--- config.mk ---
export PLATFORM = sky130hd
export DESIGN_NAME = audio_i2s_out
export DESIGN_NICKNAME = d
export VERILOG_FILES = /design/src/rtl/audio_i2s_out.sv
export SDC_FILE = /design/constraint.sdc
export NUM_CORES = 1
export LEC_CHECK = 0
export BUFFER_PORTS_ARGS = -buffer_cell sky130_fd_sc_hd__clkbuf_2
export CORE_MARGIN = 5
export CORE_UTILIZATION = 44
export DETAILED_ROUTE_END_ITERATION = 6
export PLACE_DENSITY_LB_ADDON = 0.08
export SYNTH_ARGS = -nofsm -noshare
export SYNTH_HDL_FRONTEND = slang
export SYNTH_SLANG_ARGS = --single-unit
--- constraint.sdc ---
create_clock -name clk -period 4.9 [get_ports clk]
set_clock_uncertainty 0.1 [all_clocks]
set_input_delay 0.49 -clock clk [delete_from_list [all_inputs] [get_ports clk]]
set_output_delay 0.49 -clock clk [all_outputs]
set_load 0.005 [all_outputs]
--- src/rtl/audio_i2s_out.sv ---
// I2S output stage: mixes PSG + PCM per channel with 16-bit saturation once per
// frame and shifts the pair out MSB first in 32-bit slots. Optional: AUDIO_I2S_OUT_MUTE_EN.
module audio_i2s_out #(
  parameter int CLK_PER_BCK = 8
) (
  input  logic               clk,
  input  logic               rst_n,
`ifdef AUDIO_I2S_OUT_MUTE_EN
  input  logic               mute,
`endif
  input  logic signed [15:0] psg_left,
  input  logic signed [15:0] psg_right,
  input  logic signed [15:0] pcm_left,
  input  logic signed [15:0] pcm_right,
  output logic               next_sample,
  output logic               i2s_bck,
  output logic               i2s_lrck,
  output logic               i2s_data
);

  localparam int DIV_W = (CLK_PER_BCK > 2) ? $clog2(CLK_PER_BCK) : 1;

  logic [DIV_W-1:0]   div_q, div_d;
  logic [5:0]         bit_q, bit_d;
  logic signed [15:0] hold_l_q, hold_l_d;
  logic signed [15:0] hold_r_q, hold_r_d;
  logic               next_sample_q, next_sample_d;
  logic               bck_q, bck_d;
  logic               lrck_q, lrck_d;
  logic               data_q, data_d;

  logic               frame_start;
  logic               div_wrap;
  logic signed [16:0] sum_l, sum_r;
  logic signed [15:0] word;
  logic [4:0]         slot;
  logic [3:0]         idx;

  function automatic logic signed [15:0] sat16(input logic signed [16:0] v);
    if (v > 17'sd32767)       return 16'sh7FFF;
    else if (v < -17'sd32768) return 16'sh8000;
    else                      return v[15:0];
  endfunction

  always_comb begin
    div_wrap    = (div_q == DIV_W'(CLK_PER_BCK - 1));
    frame_start = (div_q == '0) && (bit_q == '0);
    div_d       = div_wrap ? '0 : div_q + 1'b1;
    bit_d       = div_wrap ? bit_q + 1'b1 : bit_q;

    sum_l = psg_left + pcm_left;
    sum_r = psg_right + pcm_right;
    hold_l_d = hold_l_q;
    hold_r_d = hold_r_q;
    if (frame_start) begin
`ifdef AUDIO_I2S_OUT_MUTE_EN
      hold_l_d = mute ? 16'sd0 : sat16(sum_l);
      hold_r_d = mute ? 16'sd0 : sat16(sum_r);
`else
      hold_l_d = sat16(sum_l);
      hold_r_d = sat16(sum_r);
`endif
    end
    next_sample_d = frame_start;
  end

  // Serial outputs: registered straight from counter state, one clock behind it
  always_comb begin
    bck_d  = (div_q >= DIV_W'(CLK_PER_BCK / 2));
    lrck_d = bit_q[5];
    slot   = bit_q[4:0];
    word   = bit_q[5] ? hold_r_q : hold_l_q;
    idx    = 4'(5'd16 - slot);
    data_d = ((slot >= 5'd1) && (slot <= 5'd16)) ? word[idx] : 1'b0;
  end

  always_ff @(posedge clk) begin
    if (!rst_n) begin
      div_q         <= '0;
      bit_q         <= '0;
      hold_l_q      <= '0;
      hold_r_q      <= '0;
      next_sample_q <= 1'b0;
      bck_q         <= 1'b0;
      lrck_q        <= 1'b0;
      data_q        <= 1'b0;
    end else begin
      div_q         <= div_d;
      bit_q         <= bit_d;
      hold_l_q      <= hold_l_d;
      hold_r_q      <= hold_r_d;
      next_sample_q <= next_sample_d;
      bck_q         <= bck_d;
      lrck_q        <= lrck_d;
      data_q        <= data_d;
    end
  end

  assign next_sample = next_sample_q;
  assign i2s_bck     = bck_q;
  assign i2s_lrck    = lrck_q;
  assign i2s_data    = data_q;

endmodule

==> impl_results.md <==
- CTS tree: done
- Net Sw Power: 0.401 mW
- Unrepaired setup endpoints after global routing: no
- Pleak: 1.83 nW
- Main flop type after synthesis: dfxtp_1
- HP Start: div_q[0]$_SDFF_PP0_
- Tot Pwr: 1.13 mW
- CTS max path bufs: 2
- Fraction of registers with async set/reset: 0%
- Hold Violations, Final: 0
- Total Routing Usage GR: 16.8%
- Vias in the first global route: 3223
- Critical Path Fanout Max: 19
- Filler instances: 824
- FF-to-FF path depth: 5
- Gr ovfl total: 0
- Synthesized instance count: 459
- Crit-path max cell delay: 0.67 ns
- CP max-delay cell: a41oi_2
- First-pass iteration count of the detailed router: 5
- WP data arrival: 3.49 ns
- CTS buffer count: 5
- Syn nets: 565
- Core Region: 0.00830 mm^2
- Clk Latency, worst-skew pair: 0.29 ns
- # rows: 33
- Internal: 0.732 mW
- Clock Sinks: 45
- Synthesis-stage register bit count: 45
- Routed Antenna Nets: 0
- Largest net degree at the start of global routing: 28
- Min-delay worst type: reg -> reg
- Reg2reg start: bit_q[5]$_SDFFE_PN0P_
- Ys Warns: 0
- Fin Setup TNS: 0 ns
- Sequential share of the synthesized area: 23.8%
- Routability cong.: 0.811
- Port Buffers: 69
- Routed length per instance: 13.8 um
- DRC: 0
- Fin. max-slew vios: 0
- Layout cells sized above 1: 19.8%
- Syn Area/Cell: 8.26 um^2
- Worst setup SP type: primary input
- Crit path top cell by count: o31ai_1
- # diodes: 0
- Post-CTS Resized: 0
- Die area: 0.0106 mm^2
- Die Width: 103 um
- Hold Path End: div_q[0]$_SDFF_PP0_
- Synth cell types: 59
- DR iter-0 viols: 138
- Status: finished, final reports clean
- # setup viols final: 0
- Netlist Area Pre-Place: 0.00379 mm^2
- Worst Path Class, Setup: in -> reg
- I/O pin count: 70
- Clk slew on worst S/H paths: 0.08 ns
- Max VDD drop: 121 uV
- Sequential Power Share: 39.1%
- CTS root buf: clkbuf_8
- Worst EP required: 5.01 ns
- Initial antenna violation count: 0
- Largest delay contributor family on the critical path: compound AO/OA/AOI/OAI gates
- H-tree levels: 2
- Hold depth: 1
- Die Height: 103 um
- CP Cell Sequence: clkbuf_2 > ha_1 > inv_1 > fa_1 > nor2b_1 > o31ai_1 > a211oi_1 > o21ai_1 > a41oi_2 > nor2_1 > a211o_1 > o31ai_1
- # Post-CTS Setup Buffers: 0
- Clock Power Share: 20.4%
- Critical path buffers and inverters: 2
- Area growth syn-to-layout: 12.8%
- Worst-Margin Slew: 0.915 ns
- Min Tclk post-route: 3.38 ns
- RR Endpoint: hold_r_q[4]$_SDFFE_PN0P_
- Flop2flop setup slack: 2.26 ns
- Max_cap viols: 0
- Rel. slew slack: 38.8%
- First-pass GRT wire length: 14700 um
- PwrDens: 265 mW/mm^2
- Combinational share of power: 40.5%
- Hold-fix buffers, CTS: 0
- Switching portion of total power: 35.4%
- Worst Setup End Kind: flop
- Fmax: 296 MHz
- Total number of vias: 3536
- HPWL after detailed placement: 6780 um
- Vias per cell: 5.71
- Post-synth EDFFs: 0
- Final #Nets: 620
- Final Cycle Share: 69.1%
- Starting Density: 45.7%
- Drt total wl: 8550 um
## cells by family after synthesis
| group | after synthesis | share of synthesized area [%] |
|---|---|---|
| AOI/OAI and AO/OA | 181 | 29.8 |
| and+or+nand+nor | 104 | 13.2 |
| adders and majority gates | 49 | 16.0 |
| DFF | 45 | 23.8 |
| buffers and inverters | 41 | 4.19 |
| xor gates and xnor gates | 26 | 6.21 |
| muxes | 13 | 6.74 |
## sequential cells by signal (all words and copies together), names as in the netlist
register / flops
div_q: 3
i2s_data: 1
hold_l_q: 16
hold_r_q: 16
bit_q: 6
i2s_bck: 1
i2s_lrck: 1
next_sample: 1
## cell type report
cell class	instances	area [um^2]	area share, %
repair buffers	71	360	8.43
well taps	105	131	3.07
clock buffers	7	86.3	2.02
inverters	18	67.6	1.58
multi-input cells	373	2730	63.8
flip-flops and latches	45	901	21.1
## worst register-to-register path: stages (launching register included)
cell	delay, ns
dfxtp_1	0.48
nor4b_1	0.44
nand3_1	0.71
a211oi_1	0.50
o21ai_0	0.15
a31oi_1	0.19
## metrics by stage
stage               hold WS, ns  setup slack [ns]  instance area, um^2  instances  util (%)
global route              0.391              1.27                 4280        619      51.5
finish                    0.375              1.52                 4280        619      51.5
floorplan                 0.327              2.07                 3790        459         -
global placement          0.351              1.39                 4190        612      50.5
CTS                       0.376              1.58                 4280        619      51.5
detailed placement        0.358              1.25                 4190        612      50.5
## how the worst max path moves through the flow
stage            startpoint                         to  slack, ns  depth (start not counted)
2_1_floorplan  psg_right[0]   hold_r_q[5]$_SDFFE_PN0P_       2.07                         11
3_3_place_gp    psg_left[0]  hold_l_q[11]$_SDFFE_PN0P_       1.39                         12
3_5_place_dp    psg_left[0]  hold_l_q[11]$_SDFFE_PN0P_       1.25                         12
4_1_cts         psg_left[0]  hold_l_q[11]$_SDFFE_PN0P_       1.58                         12
5_1_grt         psg_left[0]  hold_l_q[11]$_SDFFE_PN0P_       1.27                         12
6_report        psg_left[0]  hold_l_q[11]$_SDFFE_PN0P_       1.52                         12
## Yosys cell counts (2+ instances only)
cell type	count	area [um^2]
a31oi_1	5	31.3
o311ai_0	2	17.5
nand4_1	5	31.3
ha_1	38	475
maj3_1	7	70.1
nand2_1	17	63.8
or2_2	2	12.5
o21ai_0	52	260
o31ai_1	2	15.0
mux2i_1	3	30.0
and2_1	2	12.5
a21boi_0	2	15.0
inv_1	17	63.8
a41oi_2	2	32.5
nor2_1	39	146
nor2b_1	5	31.3
o21a_1	4	30.0
fa_1	2	40.0
o21bai_1	4	30.0
nor3b_1	2	15.0
a211oi_1	13	97.6
nand2b_1	2	12.5
clkbuf_1	20	75.1
a21oi_1	65	325
a41o_1	2	20.0
nor4b_1	2	17.5
xor2_1	8	70.1
maj3_2	2	22.5
xnor2_1	17	149
and3_1	7	43.8
mux4_2	10	225
nand3_1	9	45.0
nor3_1	8	40.0
o211ai_1	3	22.5
a21o_1	10	75.1
dfxtp_1	45	901
a211o_1	2	17.5
## power groups by stage
stage	logic, mW	clock network, mW	registers, mW
CTS	0.461	0.237	0.444
global placement	0.452	0	0.451
finish	0.459	0.231	0.444
global route	0.517	0.259	0.450
detailed placement	0.459	0	0.451
floorplan	0.359	0	0.440
## layer usage
layer | wire, um | GRT usage (%)
met5 | 0 | 0
met4 | 34 | 2.59
met3 | 448 | 2.57
met2 | 3930 | 26.3
met1 | 4130 | 25.0
## cells in the final DEF (no fill, tap or decap), drive strengths merged, types with 13 or more instances in the layout
master,instances
dfxtp,45
xnor2,18
o21ai,53
a21oi,66
a211oi,13
clkbuf,76
ha,38
nor2,39
inv,17
nand2,17
No activity file was read; power rests on OpenSTA's default activity.
